File: config.mk
export PLATFORM = sky130hd
export DESIGN_NAME = data_mem_arbiter
export DESIGN_NICKNAME = d
export VERILOG_FILES = /design/src/rtl/data_mem_arbiter.sv
export SDC_FILE = /design/constraint.sdc
export NUM_CORES = 1
export LEC_CHECK = 0
export CAP_MARGIN = 20
export CORE_MARGIN = 3
export CORE_UTILIZATION = 34
export DETAILED_ROUTE_END_ITERATION = 10
export PLACE_DENSITY = 0.78
export SYNTH_ARGS = -nofsm -noshare
export SYNTH_HDL_FRONTEND = slang
export SYNTH_SLANG_ARGS = --single-unit
File: constraint.sdc
create_clock -name clock -period 1.4 [get_ports clock]
set_clock_uncertainty 0.15 [all_clocks]
set_input_delay 0.14 -clock clock [delete_from_list [all_inputs] [get_ports clock]]
set_output_delay 0.14 -clock clock [all_outputs]
set_load 0.01 [all_outputs]
File: src/rtl/data_mem_arbiter.sv
// Two-port round-robin arbiter in front of a single-ported data memory.
// Latency: request sampled in IDLE, memory driven next cycle, ack the cycle after (3-cycle slots).
// Backpressure: requesters hold reqN until ackN; losers wait, one access per 3 cycles.
// Ports: clock/reset_n; per-port req/we/addr/wdata in, ack/err/rdata out;
//        mem_addr/mem_wdata/mem_wmem to the memory, mem_dout back (combinational).
module data_mem_arbiter #(
  parameter int ADDR_BITS = 11
) (
  input  logic        clock,
  input  logic        reset_n,
  input  logic        req0,
  input  logic        req1,
  input  logic        we0,
  input  logic        we1,
  input  logic [31:0] addr0,
  input  logic [31:0] addr1,
  input  logic [31:0] wdata0,
  input  logic [31:0] wdata1,
  output logic        ack0,
  output logic        ack1,
  output logic        err0,
  output logic        err1,
  output logic [31:0] rdata0,
  output logic [31:0] rdata1,
  output logic [31:0] mem_addr,
  output logic [31:0] mem_wdata,
  output logic        mem_wmem,
  input  logic [31:0] mem_dout
);

  typedef enum logic [1:0] {IDLE, ACCESS, RESP} state_t;

  state_t      state, state_nxt;
  logic        last_grant;   // port granted most recently
  logic        sel;          // port owning the current access
  logic        we_q, err_q;
  logic [31:0] addr_q, wdata_q, rdata_q;

  logic        win;
  logic [31:0] win_addr;
  logic        win_err;

  // A tie goes to the port that did not win last time.
  assign win      = (req0 && req1) ? ~last_grant : req1;
  assign win_addr = win ? addr1 : addr0;
  // Reject misaligned words and anything beyond the attached memory.
  assign win_err  = (win_addr[1:0] != 2'b00) || (win_addr[31:ADDR_BITS+2] != '0);

  always_ff @(posedge clock or negedge reset_n) begin
    if (!reset_n) begin
      state <= IDLE;
    end else begin
      state <= state_nxt;
    end
  end

  always_comb begin
    state_nxt = state;
    mem_addr  = addr_q;
    mem_wdata = wdata_q;
    mem_wmem  = 1'b0;
    ack0      = 1'b0;
    ack1      = 1'b0;
    err0      = 1'b0;
    err1      = 1'b0;
    rdata0    = '0;
    rdata1    = '0;
    case (state)
      IDLE: begin
        if (req0 || req1) state_nxt = ACCESS;
      end
      ACCESS: begin
        // Write commits on the edge leaving ACCESS; rejected accesses never write.
        mem_wmem  = we_q & ~err_q;
        state_nxt = RESP;
      end
      RESP: begin
        if (sel) begin
          ack1   = 1'b1;
          err1   = err_q;
          rdata1 = rdata_q;
        end else begin
          ack0   = 1'b1;
          err0   = err_q;
          rdata0 = rdata_q;
        end
        state_nxt = IDLE;
      end
      default: state_nxt = IDLE;
    endcase
  end

  always_ff @(posedge clock or negedge reset_n) begin
    if (!reset_n) begin
      last_grant <= 1'b1;  // port 0 wins the first tie
      sel        <= 1'b0;
      we_q       <= 1'b0;
      err_q      <= 1'b0;
      addr_q     <= '0;
      wdata_q    <= '0;
      rdata_q    <= '0;
    end else begin
      if (state == IDLE && (req0 || req1)) begin
        last_grant <= win;
        sel        <= win;
        we_q       <= win ? we1 : we0;
        addr_q     <= win_addr;
        wdata_q    <= win ? wdata1 : wdata0;
        err_q      <= win_err;
      end
      if (state == ACCESS) begin
        rdata_q <= (!we_q && !err_q) ? mem_dout : '0;
      end
    end
  end

endmodule

* Word-level counts from Yosys, hierarchy flattened
Index checks and enable logic that the tools add are counted.
** Cells by class
- Equal/unequal tests :: 3
- Reduce and logical (&&, ||, !) cells :: 10
- Bitwise gates (word level) :: 3
- Mux-type cells :: 20
** Operators with widths (count)
- $mux W32 :: 7
- $reduce_bool A19 Y1 :: 1
- $mux W1 :: 11
- $pmux W2 S2 :: 1
- $logic_and A1 B1 Y1 :: 3
- $eq A2 B1 Y1 const B :: 1
- $eq A2 B2 Y1 const B :: 1
- $logic_not A1 Y1 :: 2
- $logic_not A2 Y1 :: 1
- $logic_or A1 B1 Y1 :: 2
- $mux W2 :: 1
- $ne A2 B2 Y1 const B :: 1
- $not A1 Y1 :: 2
- $reduce_bool A2 Y1 :: 1
- $and A1 B1 Y1 :: 1
** Word-level totals
- Register bits after elaboration :: 102
- Output and inout port bits :: 133
- Word-level logic and storage cells :: 44
- Input bits :: 166

* Logic depth before layout (Yosys ltp)
Gate-level depths: netlist of the first run.
- Word-level depth :: 5
- Depth in mapped cells :: 7
- Mapped depth without buffers :: 4

* Least setup slack after synthesis of the first run
OpenSTA, ideal clock, no wires.
- Path type :: register to output
- Start point :: register state[1]
- End point :: output port mem_wmem
- Arrival time :: 1223 ps
- Slack :: -113 ps
- Buffers on the path :: 2
- Data required time :: 1110 ps
- Cell stages (with the launch flop) :: 5
- Cell sequence :: dfrtp_1 > nand2b_1 > buf_2 > clkbuf_1 > nor3b_1
** Between the ends
- Word-level cells in the longest chain between the ends :: 2
** Ends and longest elaborated chain
- start, declared :: line 33 : state_t state, state_nxt;
- start signal, assigned :: line 53 : state <= state_nxt;
- $eq A2 B1 Y1 :: line 68 : case (state)
- $mux W1 :: line 68
- end, declared :: line 27 : output logic mem_wmem,
No other way between the ends.

* Worst setup path in the final report of the first run
- Start point :: register sel
- End point :: output port rdata1[11]
** Between the ends
- Word-level cells in the longest chain between the ends :: 2
** Ends and longest elaborated chain
- start, declared :: line 35 : logic sel;
- start signal, assigned :: line 105 : sel <= win;
- $mux W32 :: line 78 : if (sel) begin
- $mux W32 :: line 68
- end, declared :: line 24 : output logic [31:0] rdata1,
No other way between the ends.

==> results of run 1 <==
-- synth_stat cells (2+ instances only) --
library cell	instances	share of area, %
buf_2	21	2.2
a31oi_1	22	2.8
dfrtp_1	101	52
nor2_1	66	5.1
buf_4	4	0.62
nor3b_2	2	0.51
a21oi_1	46	4.7
mux2i_1	44	9.1
nor4_1	10	1.3
a22o_1	32	5.8
nand2b_1	2	0.26
and2_1	66	8.5
clkbuf_1	11	0.85
inv_1	2	0.15
nand2_1	45	3.5
-- worst paths after layout --
check | end | slack [ns] | cells past startpoint
worst min register to register | mem_addr[10]$_DFFE_PN0P_ | 0.37 | 2
worst max register to register | mem_addr[9]$_DFFE_PN0P_ | -0.45 | 9
worst max-delay path | rdata1[11] | -0.52 | 7
min in group clock | mem_addr[15]$_DFFE_PN0P_ | 0.24 | 3
max in group asynchronous | mem_wdata[6]$_DFFE_PN0P_ | 0.40 | 3
worst min-delay path | rdata_q[20]$_DFFE_PN0P_ | 0.15 | 2
-- sequential cells by signal (all words and copies together) (netlist names) --
signal,flops
mem_wdata,32
rdata_q,32
sel,1
last_grant,1
state,2
mem_addr,32
we_q,1
err_q,1
-- power by group through the flow --
stage	Combinational (mW)	Sequential, mW	Clock, mW
floorplan	2.51	4.98	0
global placement	6.17	4.53	0
detailed placement	6.34	4.59	0
CTS	8.02	4.54	3.01
global route	9.77	4.64	3.13
finish	9.18	4.52	2.95
-- through the flow --
stage	setup TNS (ns)	utilization [%]	instance area, um^2
5_1_grt	-79.05	69.93	9744
2_1_floorplan	-0.8607	-	4908
3_3_place_gp	-56.31	59.68	8315
6_report	-67.47	69.93	9744
3_5_place_dp	-61.49	59.68	8315
4_1_cts	-77.73	64.52	8991
-- cells by family (layout without fill, tap and decap cells) --
group,Yosys count,after routing,synth area share [%]
buf+inv,39,406,4.017
simple gates,197,197,20.31
flops,102,102,52.55
mux,44,44,9.063
compound gates,105,105,14.06
-- final cells by class --
class	count	area share, %
repair buffers	389	44.56
flip-flops and latches	102	26.22
clock buffers	12	2.735
well taps	180	2.311
clock inverters	3	0.9245
multi-input cells	346	23.18
inverters	2	0.07704
-- critical path: stages (launching register included) --
cell and delay [ns]:
dfrtp_1 0.35, inv_1 0.09, nor3b_4 0.26, buf_12 0.15, buf_12 0.11, buf_6 0.09, and2_4 0.13, buf_6 0.09
-- layer usage --
metal  vias up  share of wire [%]  global-route usage, %
met3        36                8.1                  4.742
met1      2558                 37                  26.74
met5         -                  0                      0
met4         0                2.3                  7.908
li1       2421                  -                      -
met2       275                 52                  41.10
-- repair_timing --
action | 4_1_cts | 5_1_grt
resized for setup | 179 | 249
setup endpoints to repair | 232 | 234
buffers inserted | 12 | 20
gates cloned | 12 | 11
pin swaps | 5 | 6
endpoints found under the hold margin | 100 | 0
hold buffers | 1 | 0
==> results.py, run 1 <==
metrics = {
    "status": {
        "outcome": "complete, but fails checks",
        "violations": "setup timing",
    },
    "power": {
        "switching_power_mw": 5.634,
        "pwr_density_cell_nw_per_um2": 1708,
        "p_clk_share_pct": 17.7,
        "seqPwrFrac_pct": 27.2,
        "power.internal_mw": 11.01,
        "p_sw_share_pct": 33.85,
        "peakVddDrop_v": 0.0009035,
        "power_frac_comb_pct": 55.1,
        "finalPower_mw": 16.65,
        "total_leakage_power_nw": 4.744,
    },
    "cells_and_area": {
        "area_delta_synth_final_pct": 100.5,
        "final_common_cell": "clkdlybuf4s50_1",
        "final_nets": 1016,
        "multi_input_area_um2": 2258,
        "num_antenna_cells": 0,
        "fillCellCount": 977,
        "instances_no_fill": 1034,
        "seq_area_um2": 2555,
        "final_cell_mix": "clkdlybuf4s50_1 (164), dfrtp_1 (100), nor2_1 (66)",
        "layout-drive-gt1-share_pct": 26.11,
    },
    "placed_design": {
        "hpwl_um": 12930,
        "dpl.cell_count": 967,
        "place_congestion": 0.8480,
        "io_buffers": 298,
        "dp_worst_setup_slack_ns": -0.5097,
    },
    "cts": {
        "cts.sinks": 102,
        "root_buffer": "clkbuf_16",
        "cts_tree": "yes",
        "htreeDepth": 3,
        "numCtsBuffers": 9,
        "clk_latency_ns": 0.34,
        "path_clk_slew_ns": 0.07,
        "clk_path_buf_depth": 2,
    },
    "logic_synthesis": {
        "synth-seq-cells": 102,
        "yosysSeqAreaShare_pct": 52.55,
        "ys_async_sr_fraction_pct": 100.0,
        "synth-edff-count": 0,
        "synth_cells": 487,
        "syn_nets": 653,
        "ys_warn_count": 0,
        "avgSynthCellArea_um2": 9.979,
        "synth_cell_types": 28,
        "synth_area_um2": 4860,
        "synth_ff_type": "dfrtp_1",
    },
    "timing": {
        "layout_setup_ws_ns": -0.5216,
        "finalCritPeriodShare_pct": 137.3,
        "fmax_mhz": 520.4,
        "finalHoldViolCount": 0,
        "finalCriticalPeriod_ns": 1.922,
        "max-slew-margin-rel_pct": 70.06,
        "slew_viol_final": 0,
        "rsz0062_at_grt": "yes",
        "setup_viol": 171,
        "worstMarginPinSlew_ns": 0.4492,
        "hold_ws_ns": 0.1474,
    },
    "route": {
        "dr_total_vias": 5290,
        "drc": 0,
        "vias_per_cell": 5.116,
        "antenna_left": 0,
        "drt_pass1_iterations": 5,
        "first_iter_violations": 309,
        "avgRoutedWirePerCell_um": 19.35,
        "totalWireLength_um": 20000,
    },
    "worst_setup_path": {
        "path_max_fanout": 8,
        "critPathKind": "reg -> out",
        "startpoint_type": "register",
        "cp.arrival_ns": 1.63,
        "crit_start": "sel$_DFFE_PN0P_",
        "reg2reg_from": "state[0]$_DFFE_PN0P_",
        "worstPathRequired_ns": 1.11,
        "end_kind": "output port",
    },
    "run": {
        "cap_violations": 0,
    },
    "floorplanning": {
        "io_pins": 299,
        "die_x_um": 125.6,
        "die-area_um2": 15760,
        "row_count": 43,
        "core_area_um2": 13930,
        "initial_core_util_pct": 34.87,
        "die_h_um": 125.6,
    },
    "grt": {
        "grt-ovfl-total": 0,
        "grt_max_degree": 35,
        "grt_pass1_wl_um": 28650,
        "grt_pass1_vias": 5440,
        "grt.total_usage_pct": 22.77,
        "antenna_found_initial": 0,
    },
    "min_path": {
        "hp-class": "in -> async",
    },
}
Power figures use the tool's default switching activity.
==> inputs of run 2 (changes only) <==
--- a/config.mk
+++ b/config.mk
@@ -5,11 +5,12 @@
 export SDC_FILE = /design/constraint.sdc
 export NUM_CORES = 1
 export LEC_CHECK = 0
+export ABC_AREA = 1
 export CAP_MARGIN = 20
 export CORE_MARGIN = 3
 export CORE_UTILIZATION = 34
 export DETAILED_ROUTE_END_ITERATION = 10
-export PLACE_DENSITY = 0.78
+export PLACE_DENSITY = 0.77
 export SYNTH_ARGS = -nofsm -noshare
 export SYNTH_HDL_FRONTEND = slang
 export SYNTH_SLANG_ARGS = --single-unit
==> results.py, run 2 <==
metrics = {
    "grt": {
        "grt_max_degree": 38,
        "grt.total_usage_pct": 24.84,
        "grt_pass1_wl_um": 31360,
        "antenna_found_initial": 1,
        "grt_pass1_vias": 5932,
        "grt-ovfl-total": 0,
    },
    "placed_design": {
        "hpwl_um": 14050,
        "place_congestion": 0.8743,
        "io_buffers": 298,
        "placed_area_um2": 8853,
        "dpl.cell_count": 1138,
    },
    "timing": {
        "layout_setup_ws_ns": -0.5880,
        "finalCritPeriodShare_pct": 142.0,
        "finalCriticalPeriod_ns": 1.988,
        "worstMarginPinSlew_ns": 0.5643,
        "max-slew-margin-rel_pct": 62.38,
        "slew_viol_final": 0,
        "finalHoldViolCount": 0,
        "setup_viol": 171,
        "fmax_mhz": 503.0,
        "rsz0062_at_grt": "yes",
    },
    "floorplanning": {
        "die_h_um": 126.8,
        "core_area_um2": 14100,
        "initial_core_util_pct": 35.17,
        "die-area_um2": 16070,
        "io_pins": 299,
        "die_x_um": 126.8,
        "row_count": 43,
    },
    "worst_setup_path": {
        "cp-endpoint": "rdata0[23]",
        "startpoint_type": "register",
        "r2r_slack_ns": -0.47,
        "cpMaxStageDelayCell": "dfrtp_1",
        "cp_cell_sequence": "inv_1 -> nor2_1 -> inv_2 -> nor2_4 -> inv_4 -> buf_12 -> nor2_2 -> buf_2",
        "reg2reg_depth": 9,
        "critPathKind": "reg -> out",
        "crit_cells": 8,
        "worstPathRequired_ns": 1.11,
        "r2r-end": "mem_wdata[6]$_DFFE_PN0P_",
        "crit_start": "state[1]$_DFFE_PN0P_",
        "path_max_fanout": 6,
        "critical_path.top_delay_family": "buffers and inverters",
        "end_kind": "output port",
        "reg2reg_from": "state[1]$_DFFE_PN0P_",
        "critPathBufInv": 5,
        "max_stage_delay_ns": 0.36,
        "cp.arrival_ns": 1.70,
    },
    "route": {
        "totalWireLength_um": 24380,
        "antenna_left": 0,
        "vias_per_cell": 5.178,
        "avgRoutedWirePerCell_um": 20.17,
        "drt_pass1_iterations": 4,
        "dr_total_vias": 6260,
        "first_iter_violations": 257,
        "drc": 0,
    },
    "logic_synthesis": {
        "synth_area_um2": 4957,
        "synth_ff_type": "dfrtp_1",
        "ys_async_sr_fraction_pct": 100.0,
        "avgSynthCellArea_um2": 7.794,
        "yosysMostFrequentCell": "nor2_1",
        "synth-edff-count": 0,
        "ys_warn_count": 0,
        "synth_area_leaders": "dfrtp_1 (51%), nor2_1 (10%), nand2_1 (7.6%), o21ai_0 (6.7%), inv_1 (6.5%)",
        "syn_nets": 802,
        "synthDominantCellAreaShare_pct": 50.98,
        "synth_cells": 636,
        "synth_top_cell_by_area": "dfrtp_1",
        "yosysSeqAreaShare_pct": 51.51,
        "synth-seq-cells": 102,
        "synth_commonest_cells": "nor2_1 (132), dfrtp_1 (101), nand2_1 (101)",
        "synth_cell_types": 26,
    },
    "cells_and_area": {
        "instances_no_fill": 1209,
        "area_delta_synth_final_pct": 121.7,
        "layout-drive-gt1-share_pct": 39.79,
        "final_cell_area_um2": 10990,
        "fillCellCount": 871,
        "final_nets": 1189,
        "final_cell_mix": "clkdlybuf4s50_1 (163), dfrtp_1 (101), inv_1 (81)",
        "final_common_cell": "clkdlybuf4s50_1",
    },
    "power": {
        "pwr_density_cell_nw_per_um2": 1667,
        "peakVddDrop_v": 0.001120,
        "total_leakage_power_nw": 5.028,
    },
    "cts": {
        "cts_tree": "yes",
        "clk_path_buf_depth": 2,
        "cts.sinks": 102,
        "path_clk_slew_ns": 0.07,
        "htreeDepth": 3,
        "numCtsBuffers": 9,
        "root_buffer": "clkbuf_16",
        "clk_latency_ns": 0.35,
    },
    "min_path": {
        "hp-class": "in -> async",
    },
    "run": {
        "cap_violations": 0,
    },
    "status": {
        "outcome": "complete, but fails checks",
        "violations": "setup timing",
    },
}
run 2: changes by cell type after synthesis, sizes merged, moves of 46 or more:
| cell | delta |
|---|---|
| a21oi | -46 |
| and2 | -66 |
| inv | +85 |
| nand2 | +60 |
| nor2 | +67 |
| o21ai | +106 |
run 2: cell families (layout without fill, tap and decap cells):
| logic type | Yosys count | after routing | synth area share [%] |
|---|---|---|---|
| AO/OA/AOI/OAI | 149 | 149 | 16.53 |
| buffers and inverters | 127 | 517 | 10.88 |
| flip-flops | 102 | 102 | 51.51 |
| other | 0 | 1 | 0 |
| AND/OR/NAND/NOR | 258 | 260 | 21.08 |
run 2: worst register-to-register path, stage by stage (launching register included):
cell,delay (ns)
dfrtp_1,0.39
buf_4,0.14
buf_6,0.12
nor2_4,0.18
o21ai_4,0.15
clkinv_4,0.14
buf_12,0.13
buf_16,0.13
o21ai_2,0.06
o21ai_1,0.19
run 2: timing repair:
item	in CTS	in global routing
cloned	16	17
buffers inserted	18	12
resized for setup	528	156
hold endpoints to repair	102	0
setup endpoints to repair	234	179
hold buffers	1	0
pin swaps	21	26
run 2: through the flow:
stage	total power [mW]	hold slack, ns	setup slack (ns)	util (%)	TNS, ns
2_1_floorplan	7.775	-0.3056	-0.1354	-	-3.440
3_3_place_gp	11.69	-0.09681	-0.4855	62.81	-58.84
3_5_place_dp	11.82	-0.09626	-0.5254	62.81	-64.79
4_1_cts	15.97	0.06308	-0.4923	70.64	-45.88
5_1_grt	19.14	0.08050	-0.6707	77.95	-76.48
6_report	18.31	0.06990	-0.5880	77.95	-67.00
run 2: cell type report:
type / instances / area (um^2) / share of cell area (%)
tap: 180 / 225.2 / 2.050
sequential: 102 / 2554 / 23.24
timing repair buffer: 413 / 4574 / 41.63
inverter: 87 / 357.8 / 3.257
clock inverter: 6 / 132.6 / 1.207
multi-input combinational: 409 / 2897 / 26.36
antenna: 1 / 2.502 / 0.02277
timing repair inverter: 1 / 6.256 / 0.05693
clock buffer: 10 / 239.0 / 2.175
run 2: worst min path at each step:
| stage | cells past startpoint | startpoint | endpoint |
|---|---|---|---|
| after floorplan | 0 | reset_n | err_q$_DFFE_PN0P_ |
| after global routing | 2 | reset_n | mem_wdata[31]$_DFFE_PN0P_ |
| after global placement | 1 | reset_n | mem_addr[11]$_DFFE_PN0P_ |
| final | 2 | reset_n | mem_wdata[31]$_DFFE_PN0P_ |
| after detailed placement | 1 | reset_n | mem_addr[11]$_DFFE_PN0P_ |
| after CTS | 2 | reset_n | mem_addr[11]$_DFFE_PN0P_ |
run 2: power by group:
group	internal (mW)	total (mW)	leakage, nW	switching, mW
clock	1.98	3.12	0.179	1.14
combinational	5.35	10.6	3.57	5.24
sequential	3.99	4.61	1.28	0.619
run 2: routing by layer:
layer  up-vias  routed length (um)  GRT usage, %
li1       2809                   -             -
met4         0                1094         9.527
met5         -                   0             0
met1      3022                8576         28.53
met3        85                1824         5.726
met2       344               12880         44.74
